`src/rtl/lf_edge_modulator.sv`:
```
// LF transmit modulator: serializes bytes MSB-first with NRZ, Manchester or biphase
// coding at a programmable bit period, mirroring the edge detector's toggle output.
module lf_edge_modulator #(
    parameter int DIV_W = 16
) (
    input  logic             clk,
    input  logic             rst_n,
    input  logic [DIV_W-1:0] bit_period,
    input  logic [1:0]       encoding,
    input  logic             invert,
    input  logic [7:0]       tx_data,
    input  logic             tx_last,
    input  logic             tx_valid,
    output logic             tx_ready,
    output logic             mod_out,
    output logic             edge_toggle,
    output logic             busy,
    output logic             underrun
);

    typedef enum logic [1:0] {IDLE, FIRST_HALF, SECOND_HALF} state_t;

    localparam logic [1:0]       ENC_NRZ = 2'b00;
    localparam logic [1:0]       ENC_MAN = 2'b01;
    localparam logic [1:0]       ENC_BIP = 2'b10;
    localparam logic [DIV_W-1:0] MIN_P   = DIV_W'(4);
    localparam logic [DIV_W-1:0] ONE     = DIV_W'(1);

    state_t           state_reg, state_next;
    logic [7:0]       hold_data_reg, hold_data_next;
    logic             hold_last_reg, hold_last_next;
    logic             hold_full_reg, hold_full_next;
    logic [7:0]       shift_reg, shift_next;
    logic             cur_last_reg, cur_last_next;
    logic [2:0]       bit_cnt_reg, bit_cnt_next;
    logic [DIV_W-1:0] half_cnt_reg, half_cnt_next;
    logic [DIV_W-1:0] h1_reg, h1_next;
    logic [DIV_W-1:0] h2_reg, h2_next;
    logic [1:0]       enc_reg, enc_next;
    logic             inv_reg, inv_next;
    logic             level_reg, level_next;
    logic             mod_out_reg, mod_out_next;
    logic             edge_toggle_reg, edge_toggle_next;
    logic             underrun_reg, underrun_next;

    logic [DIV_W-1:0] p_clamped, h1_in, h2_in;
    logic [1:0]       enc_in;
    logic             accept, consume;

    // Raw (pre-inversion) level for one half of a bit; cur is the level currently driven.
    function automatic logic half_level(input logic [1:0] enc, input logic second,
                                        input logic b, input logic cur);
        case (enc)
            ENC_MAN: return second ? ~b : b;
            ENC_BIP: return second ? (b ? cur : ~cur) : ~cur;
            default: return b;
        endcase
    endfunction

    assign p_clamped = (bit_period < MIN_P) ? MIN_P : bit_period;
    assign h1_in     = p_clamped >> 1;
    assign h2_in     = p_clamped - h1_in;
    assign enc_in    = (encoding == 2'b11) ? ENC_NRZ : encoding;
    assign accept    = tx_valid & ~hold_full_reg;

    always_comb begin
        state_next     = state_reg;
        hold_data_next = hold_data_reg;
        hold_last_next = hold_last_reg;
        shift_next     = shift_reg;
        cur_last_next  = cur_last_reg;
        bit_cnt_next   = bit_cnt_reg;
        half_cnt_next  = half_cnt_reg;
        h1_next        = h1_reg;
        h2_next        = h2_reg;
        enc_next       = enc_reg;
        inv_next       = inv_reg;
        level_next     = level_reg;
        mod_out_next   = mod_out_reg;
        underrun_next  = 1'b0;
        consume        = 1'b0;

        case (state_reg)
            IDLE: begin
                level_next   = 1'b0;
                mod_out_next = invert;
                if (hold_full_reg) begin
                    // Frame configuration is frozen here until the frame ends.
                    consume       = 1'b1;
                    h1_next       = h1_in;
                    h2_next       = h2_in;
                    enc_next      = enc_in;
                    inv_next      = invert;
                    shift_next    = hold_data_reg;
                    cur_last_next = hold_last_reg;
                    bit_cnt_next  = 3'd0;
                    half_cnt_next = h1_in - ONE;
                    level_next    = half_level(enc_in, 1'b0, hold_data_reg[7], 1'b0);
                    mod_out_next  = level_next ^ invert;
                    state_next    = FIRST_HALF;
                end
            end
            FIRST_HALF: begin
                if (half_cnt_reg == '0) begin
                    state_next    = SECOND_HALF;
                    half_cnt_next = h2_reg - ONE;
                    level_next    = half_level(enc_reg, 1'b1, shift_reg[7], level_reg);
                    mod_out_next  = level_next ^ inv_reg;
                end else begin
                    half_cnt_next = half_cnt_reg - ONE;
                end
            end
            SECOND_HALF: begin
                if (half_cnt_reg != '0) begin
                    half_cnt_next = half_cnt_reg - ONE;
                end else if (bit_cnt_reg != 3'd7) begin
                    shift_next    = {shift_reg[6:0], 1'b0};
                    bit_cnt_next  = bit_cnt_reg + 3'd1;
                    state_next    = FIRST_HALF;
                    half_cnt_next = h1_reg - ONE;
                    level_next    = half_level(enc_reg, 1'b0, shift_reg[6], level_reg);
                    mod_out_next  = level_next ^ inv_reg;
                end else if (hold_full_reg) begin
                    consume       = 1'b1;
                    shift_next    = hold_data_reg;
                    cur_last_next = hold_last_reg;
                    bit_cnt_next  = 3'd0;
                    state_next    = FIRST_HALF;
                    half_cnt_next = h1_reg - ONE;
                    level_next    = half_level(enc_reg, 1'b0, hold_data_reg[7], level_reg);
                    mod_out_next  = level_next ^ inv_reg;
                end else begin
                    state_next    = IDLE;
                    level_next    = 1'b0;
                    mod_out_next  = invert;
                    underrun_next = ~cur_last_reg;
                end
            end
            default: state_next = IDLE;
        endcase

        if (accept) begin
            hold_data_next = tx_data;
            hold_last_next = tx_last;
        end
        hold_full_next   = (hold_full_reg & ~consume) | accept;
        edge_toggle_next = edge_toggle_reg ^ (mod_out_next != mod_out_reg);
    end

    always_ff @(posedge clk or negedge rst_n) begin
        if (!rst_n) begin
            state_reg       <= IDLE;
            hold_data_reg   <= '0;
            hold_last_reg   <= 1'b0;
            hold_full_reg   <= 1'b0;
            shift_reg       <= '0;
            cur_last_reg    <= 1'b0;
            bit_cnt_reg     <= '0;
            half_cnt_reg    <= '0;
            h1_reg          <= '0;
            h2_reg          <= '0;
            enc_reg         <= ENC_NRZ;
            inv_reg         <= 1'b0;
            level_reg       <= 1'b0;
            mod_out_reg     <= 1'b0;
            edge_toggle_reg <= 1'b0;
            underrun_reg    <= 1'b0;
        end else begin
            state_reg       <= state_next;
            hold_data_reg   <= hold_data_next;
            hold_last_reg   <= hold_last_next;
            hold_full_reg   <= hold_full_next;
            shift_reg       <= shift_next;
            cur_last_reg    <= cur_last_next;
            bit_cnt_reg     <= bit_cnt_next;
            half_cnt_reg    <= half_cnt_next;
            h1_reg          <= h1_next;
            h2_reg          <= h2_next;
            enc_reg         <= enc_next;
            inv_reg         <= inv_next;
            level_reg       <= level_next;
            mod_out_reg     <= mod_out_next;
            edge_toggle_reg <= edge_toggle_next;
            underrun_reg    <= underrun_next;
        end
    end

    assign tx_ready    = ~hold_full_reg;
    assign busy        = (state_reg != IDLE);
    assign mod_out     = mod_out_reg;
    assign edge_toggle = edge_toggle_reg;
    assign underrun    = underrun_reg;

endmodule

```
`config.mk`:
```
export PLATFORM = sky130hd
export DESIGN_NAME = lf_edge_modulator
export DESIGN_NICKNAME = d
export VERILOG_FILES = /design/src/rtl/lf_edge_modulator.sv
export SDC_FILE = /design/constraint.sdc
export NUM_CORES = 1
export LEC_CHECK = 0
export ABC_AREA = 1
export CAP_MARGIN = 20
export CORE_ASPECT_RATIO = 0.7
export CORE_MARGIN = 8
export CORE_UTILIZATION = 40
export CTS_CLUSTER_SIZE = 8
export DETAILED_ROUTE_END_ITERATION = 12
export MAX_ROUTING_LAYER = met4
export PLACE_DENSITY = 0.63
export SLEW_MARGIN = 20
export SYNTH_ARGS = -nofsm -noshare
export SYNTH_HDL_FRONTEND = slang
export SYNTH_SLANG_ARGS = --single-unit
```
`constraint.sdc`:
```
create_clock -name clk -period 2 [get_ports clk]
set_input_delay 0.4 -clock clk [delete_from_list [all_inputs] [get_ports clk]]
set_output_delay 0.4 -clock clk [all_outputs]
set_load 0.02 [all_outputs]
```
==> flow_metrics.env, run 1 <==
export IMPL_dp_hpwl_um=17100
export IMPL_num_rows=39
export IMPL_ir_drop_uv=603
export IMPL_chipHeight_um=122
export IMPL_required_ns=2.23
export IMPL_routed_wl_um=22100
export IMPL_critPathTopFamily="adder cells"
export IMPL_drc=0
export IMPL_die_w_um=168
export IMPL_async_flop_share=1.00
export IMPL_failed_checks="negative setup slack"
export IMPL_period_share=1.04
export IMPL_synth_nets=1024
export IMPL_cap_violations=0
export IMPL_vias_per_cell=5.15
export IMPL_fillers=1438
export IMPL_worst_slew_pin_transition_ns=0.417
export IMPL_overflow=0
export IMPL_cts_buffer_depth=2
export IMPL_cts_buffers=9
export IMPL_grt_pass1_wl_um=34800
export IMPL_cp_start_kind="input pin"
export IMPL_antenna_found_initial=0
export IMPL_final_min_clock_period_ns=2.08
export IMPL_slew_violations=0
export IMPL_fmax_mhz=481
export IMPL_track_usage=0.220
export IMPL_worstSkewPairLatency_ns=0.35
export IMPL_critPathMaxFanout=4
export IMPL_io_pin_count=36
export IMPL_synth_edff_count=0
export IMPL_syn_area_mm2=0.00646
export IMPL_yosysWarnings=0
export IMPL_yosys_area_share_simple=0.303
export IMPL_yosysSeqAreaShare=0.302
export IMPL_setup_violations=8
export IMPL_path_class="input pin to flip-flop"
export IMPL_grt_start_max_net_pins=37
export IMPL_critical_path_slowest_cell="fa_2"
export IMPL_dr_first_iter_drc_count=663
export IMPL_fin_skew_ns=0.0111
export IMPL_synth_main_ff_cell="dfrtp_1"
export IMPL_initial_core_util=0.402
export IMPL_slew_headroom=0.720
export IMPL_clk_pin_slew_ns=0.07
export IMPL_arrival_ns=2.31
export IMPL_synth_mux_area_frac=0.0105
export IMPL_status="finished with violations"
export IMPL_synth_seq_cells=78
export IMPL_avgSynthCellArea_um2=6.86
export IMPL_synth_top_family_by_area="simple AND/OR/NAND/NOR gates"
export IMPL_grt_pass1_vias=6492
export IMPL_fin_ws_ns=-0.0778
export IMPL_io_buffers=35
export IMPL_p_leak_nw=4.50
export IMPL_hold_class="flip-flop to flip-flop"
export IMPL_hold_viol=0
export IMPL_power_density_mw_per_mm2=1330
export IMPL_place_gp_congestion=0.948
export IMPL_antenna_cells=0
export IMPL_core_mm2=0.0161
export IMPL_first_pass_iters=5
export IMPL_crit_chain="buf_12 -> inv_16 -> ha_4 -> nand3_4 -> nor2_4 -> nand2_4 -> nand2_4 -> inv_4 -> buf_6 -> fa_2 -> a31o_4 -> a31oi_4 -> xor2_1 -> o21ai_1"
export IMPL_fin_util=0.578
export IMPL_wl_per_cell_um=16.5
export IMPL_cts_sinks=78
export IMPL_synth_distinct_cells=47
export IMPL_post_route_cell_area_mm2=0.00928
export IMPL_cts_tree="done"
export IMPL_syn_inst=942
export IMPL_worst_path_buf_inv=4
export IMPL_root_buffer="clkbuf_16"
export IMPL_place_area_mm2=0.00830
export IMPL_layout_nets=1207
export IMPL_endpoint_kind="flip-flop"
export IMPL_vias=6881
export IMPL_syn_to_final_growth_pct=43.6
export IMPL_crit_top_cell="nand2_4"
export IMPL_antenna_left=0
export IMPL_die_area_mm2=0.0205
export IMPL_synth_adder_area_share=0.0999
export IMPL_layout_drive_gt1_share=0.326
export IMPL_cpPeakStageDelay_ns=0.42
export IMPL_synth_xor_area_frac=0.0447
export IMPL_synth_compound_area_share=0.148
export IMPL_ctsHtreeMaxLevel=3
export IMPL_rsz0062_at_grt="yes"
-- worst paths after layout --
kind,startpoint,endpoint,slack [ns],cells after the start
hold reg to reg,cur_last_reg,underrun,0.42,1
hold / removal,cur_last_reg,underrun,0.42,1
max in group asynchronous,rst_n,half_cnt_reg[1],0.93,3
setup reg to reg,half_cnt_reg[0],half_cnt_reg[4],0,13
min in group asynchronous,rst_n,h2_reg[5],0.52,2
setup / recovery,bit_period[15],h2_reg[8],-0.08,14
-- synthesized netlist by cell type, types with 2 or more instances --
library cell	n	area, µm²
a31o_2	2	17.5
a22o_1	2	17.5
dfrtp_1	78	1950
nor2_2	6	37.5
buf_1	2	7.51
a21o_1	3	22.5
xor2_1	27	236
nor2_4	3	33.8
o21ai_0	70	350
clkbuf_1	24	90.1
a31oi_1	6	37.5
nand4_1	11	68.8
ha_1	50	626
buf_2	4	20.0
o211ai_1	4	30.0
nand3_1	92	460
nor2_1	84	315
o22ai_1	7	43.8
nor3_1	9	45.0
o21a_1	9	67.6
mux2_2	6	67.6
o21bai_1	2	15.0
o21ai_1	3	15.0
nand2_1	238	893
a21boi_1	3	22.5
a21boi_0	2	15.0
a21oi_1	40	200
nor4_1	2	12.5
xnor2_1	6	52.6
inv_1	117	439
o31ai_1	3	22.5
a211oi_1	2	15.0
inv_2	6	22.5
or2_2	6	37.5
-- stage by stage --
step / setup TNS (ns) / total power, mW / std cells / worst slack, ns / hold slack [ns]
global placement: -25.15 / 9.62 / 1303 / -0.957 / 0.355
floorplan: -2.00 / 7.01 / 942 / -0.298 / 0.104
global route: -1.64 / 13.3 / 1335 / -0.145 / 0.425
finish: -0.188 / 12.4 / 1335 / -0.0778 / 0.420
detailed placement: -27.24 / 9.68 / 1303 / -1.02 / 0.360
CTS: -0.0220 / 11.7 / 1324 / -0.0190 / 0.422
-- kinds of logic after synthesis --
family	Yosys count
simple gates	455
compound gates	164
buf+inv	155
flops	78
fa+ha+maj	51
xor+xnor	33
mux	6
-- cell usage in the layout, fill, tap and decap left out, types with 11 or more instances in the layout --
cell type        instances
nand3_1                 71
nand4_1                 11
nor2_2                  14
inv_2                   15
xor2_1                  24
nand3_2                 18
buf_4                  151
ha_1                    37
o21ai_1                 20
inv_1                   98
a21oi_1                 31
buf_6                   14
nand2_1                199
nor2_4                  12
o21ai_0                 47
dfrtp_1                 78
nor2_1                  67
clkdlybuf4s50_1         17
nand2_2                 34
-- layer usage --
| layer | vias up | share of wire | routed length, µm | track usage |
|---|---|---|---|---|
| met3 | 21 | 0.075 | 1660 | 0.0373 |
| met1 | 3211 | 0.51 | 11400 | 0.337 |
| met5 | - | 0 | 0 | - |
| li1 | 3419 | - | - | - |
| met4 | 0 | 0.011 | 244 | 0.0389 |
| met2 | 230 | 0.40 | 8830 | 0.294 |
-- power breakdown --
group	internal, mW	total (mW)	leakage (nW)	switching, mW
combinational	3.04	7.42	3.38	4.39
sequential	2.36	3.00	0.950	0.643
clock	1.23	1.93	0.170	0.706
total	6.62	12.4	4.50	5.74
-- cell type report --
cell class              instances  area, µm²  area share
multi-input cells             709       4520       0.487
flip-flops and latches         78       1950       0.210
repair buffers                203       1690       0.182
inverters                     124        518      0.0558
well taps                     205        256      0.0276
clock buffers                   9        225      0.0243
clock inverters                 7        121      0.0131
-- what timing repair did --
item / CTS / global route
hold endpoints to repair: 25 / 0
pin swaps: 27 / 61
resized for setup: 94 / 135
hold buffers: 1 / 0
endpoints found under the setup margin: 43 / 46
setup buffers: 5 / 12
Note: power is estimated with default switching activity, not from simulation.
==> run 2: changes to the inputs <==
REMOVE_ABC_BUFFERS = 1   (was default)
==> flow_metrics.env, run 2 (synthesized netlist as in run 1, its figures left out) <==
export IMPL_setup_violations=10
export IMPL_fmax_mhz=459
export IMPL_antenna_found_initial=0
export IMPL_fin_skew_ns=0.0125
export IMPL_vias=6929
export IMPL_antenna_left=0
export IMPL_chipHeight_um=122
export IMPL_dp_hpwl_um=16800
export IMPL_post_route_cell_area_mm2=0.00923
export IMPL_r2r_cells=11
export IMPL_io_pin_count=36
export IMPL_cts_sinks=78
export IMPL_ctsHtreeMaxLevel=3
export IMPL_grt_pass1_vias=6648
export IMPL_final_cells=1330
export IMPL_layout_drive_gt1_share=0.317
export IMPL_critPathTopFamily="adder cells"
export IMPL_dr_first_iter_drc_count=691
export IMPL_endpoint_kind="flip-flop"
export IMPL_num_rows=39
export IMPL_reg2reg_slack_ns=0.10
export IMPL_power_density_mw_per_mm2=1300
export IMPL_track_usage=0.221
export IMPL_reg2reg_from="half_cnt_reg[1]"
export IMPL_worst_path_buf_inv=4
export IMPL_clk_pin_slew_ns=0.07
export IMPL_layout_nets=1202
export IMPL_rsz0062_at_grt="yes"
export IMPL_fin_ws_ns=-0.178
export IMPL_status="finished with violations"
export IMPL_worst_slew_pin_transition_ns=0.493
export IMPL_die_area_mm2=0.0205
export IMPL_critPathMaxFanout=4
export IMPL_place_gp_congestion=1.00
export IMPL_arrival_ns=2.40
export IMPL_slew_violations=0
export IMPL_crit_chain="buf_6 -> inv_4 -> ha_4 -> nand3_4 -> nor2_4 -> nand2_4 -> buf_6 -> nand2_4 -> ha_4 -> inv_2 -> fa_2 -> a31o_4 -> a31oi_4 -> xor2_1 -> o21ai_1"
export IMPL_post_place_ws_ns=-1.18
export IMPL_cpPeakStageDelay_ns=0.38
export IMPL_hold_class="input pin to asynchronous set/reset pin"
export IMPL_p_leak_nw=4.46
export IMPL_required_ns=2.22
export IMPL_grt_start_max_net_pins=79
export IMPL_syn_to_final_growth_pct=42.8
export IMPL_path_class="input pin to flip-flop"
export IMPL_grt_pass1_wl_um=35200
export IMPL_failed_checks="negative setup slack"
export IMPL_final_min_clock_period_ns=2.18
export IMPL_cap_violations=0
export IMPL_antenna_cells=0
export IMPL_vias_per_cell=5.21
export IMPL_cts_buffers=9
export IMPL_period_share=1.09
export IMPL_timing_rr_end="bit_cnt_reg[0]"
export IMPL_overflow=0
export IMPL_core_mm2=0.0161
export IMPL_seq_area_mm2=0.00195
export IMPL_routed_wl_um=21900
export IMPL_place_area_mm2=0.00809
export IMPL_dpl_cell_count=1301
export IMPL_slew_headroom=0.669
export IMPL_cp_start_kind="input pin"
export IMPL_first_pass_iters=7
export IMPL_io_buffers=35
export IMPL_wl_per_cell_um=16.5
export IMPL_worstSkewPairLatency_ns=0.34
export IMPL_multi_input_area_mm2=0.00460
export IMPL_die_w_um=168
export IMPL_finalPower_mw=12.0
export IMPL_drc=0
export IMPL_ir_drop_uv=720
export IMPL_critical_path_slowest_cell="fa_2"
export IMPL_fillers=1547
export IMPL_setup_tns_ns=-0.988
export IMPL_final_common_cell="nand2_1"
export IMPL_mostFrequentLayoutCells="nand2_1 (206), buf_4 (149), inv_1 (95)"
export IMPL_root_buffer="clkbuf_16"
export IMPL_cts_buffer_depth=2
export IMPL_initial_core_util=0.402
export IMPL_hold_viol=0
export IMPL_cts_tree="done"
[run 2: cell types whose count changed in the layout (fill, tap and decap cells not counted), moves of 4 or more]
| cell | delta |
|---|---|
| a21oi_1 | +6 |
| a21oi_2 | -6 |
| buf_12 | -4 |
| clkinvlp_4 | -4 |
| ha_4 | +4 |
| inv_2 | +8 |
| nand2_1 | +7 |
| nand2_2 | -13 |
| nand2_4 | +6 |
| nor2_1 | -4 |
| nor2_4 | +4 |
| o21ai_0 | +7 |
| o21ai_2 | -5 |
[run 2: routing by layer]
layer / vias to the layer above / global-route usage / share of wire
li1: 3415 / - / -
met1: 3262 / 0.325 / 0.50
met2: 234 / 0.307 / 0.41
met3: 18 / 0.0472 / 0.087
met4: 0 / 0.0367 / 0.0087
met5: - / - / 0
[run 2: how the worst max path moves through the flow]
| stage | startpoint | end | slack (ns) | cells after the start |
|---|---|---|---|---|
| floorplan | bit_period[14] | h2_reg[9] | -0.56 | 20 |
| global placement | bit_period[14] | h2_reg[15] | -1.10 | 19 |
| detailed placement | bit_period[14] | h2_reg[9] | -1.18 | 21 |
| CTS | bit_period[15] | h2_reg[8] | -0.16 | 15 |
| global route | bit_period[14] | h2_reg[8] | -0.23 | 15 |
| finish | bit_period[14] | h2_reg[8] | -0.18 | 15 |
[run 2: final cells by class]
class                      instances  area share
clock buffer                       9      0.0244
multi-input combinational        709       0.499
tap                              205      0.0278
inverter                         124      0.0522
clock inverter                     7      0.0111
timing repair buffer             198       0.174
sequential                        78       0.212
[run 2: power by group]
part	switching (mW)	internal (mW)	leakage, nW
Combinational	4.23	2.90	3.35
Sequential	0.680	2.36	0.950
Clock	0.724	1.11	0.163
Total	5.64	6.37	4.46
[run 2: metrics by stage]
stage | utilization | hold slack [ns]
global route | 0.575 | 0.105
global placement | 0.504 | 0.416
detailed placement | 0.504 | 0.417
finish | 0.575 | 0.0588
floorplan | - | 0.104
CTS | 0.545 | 0.0918
[run 2: worst register-to-register path: cells and delay by family, from the launching register on]
family | cells | cell delay, ns
adders and majority gates | 1 | 0.15
and+or+nand+nor | 5 | 0.68
AOI/OAI and AO/OA | 2 | 0.20
buffers and inverters | 3 | 0.37
DFF | 1 | 0.39
[run 2: repair_timing]
item,4_1_cts,5_1_grt
resized for setup,128,129
endpoints found under the setup margin,33,48
buffers inserted,9,4
hold buffers,0,0
hold endpoints to repair,0,0
pin swaps,34,55
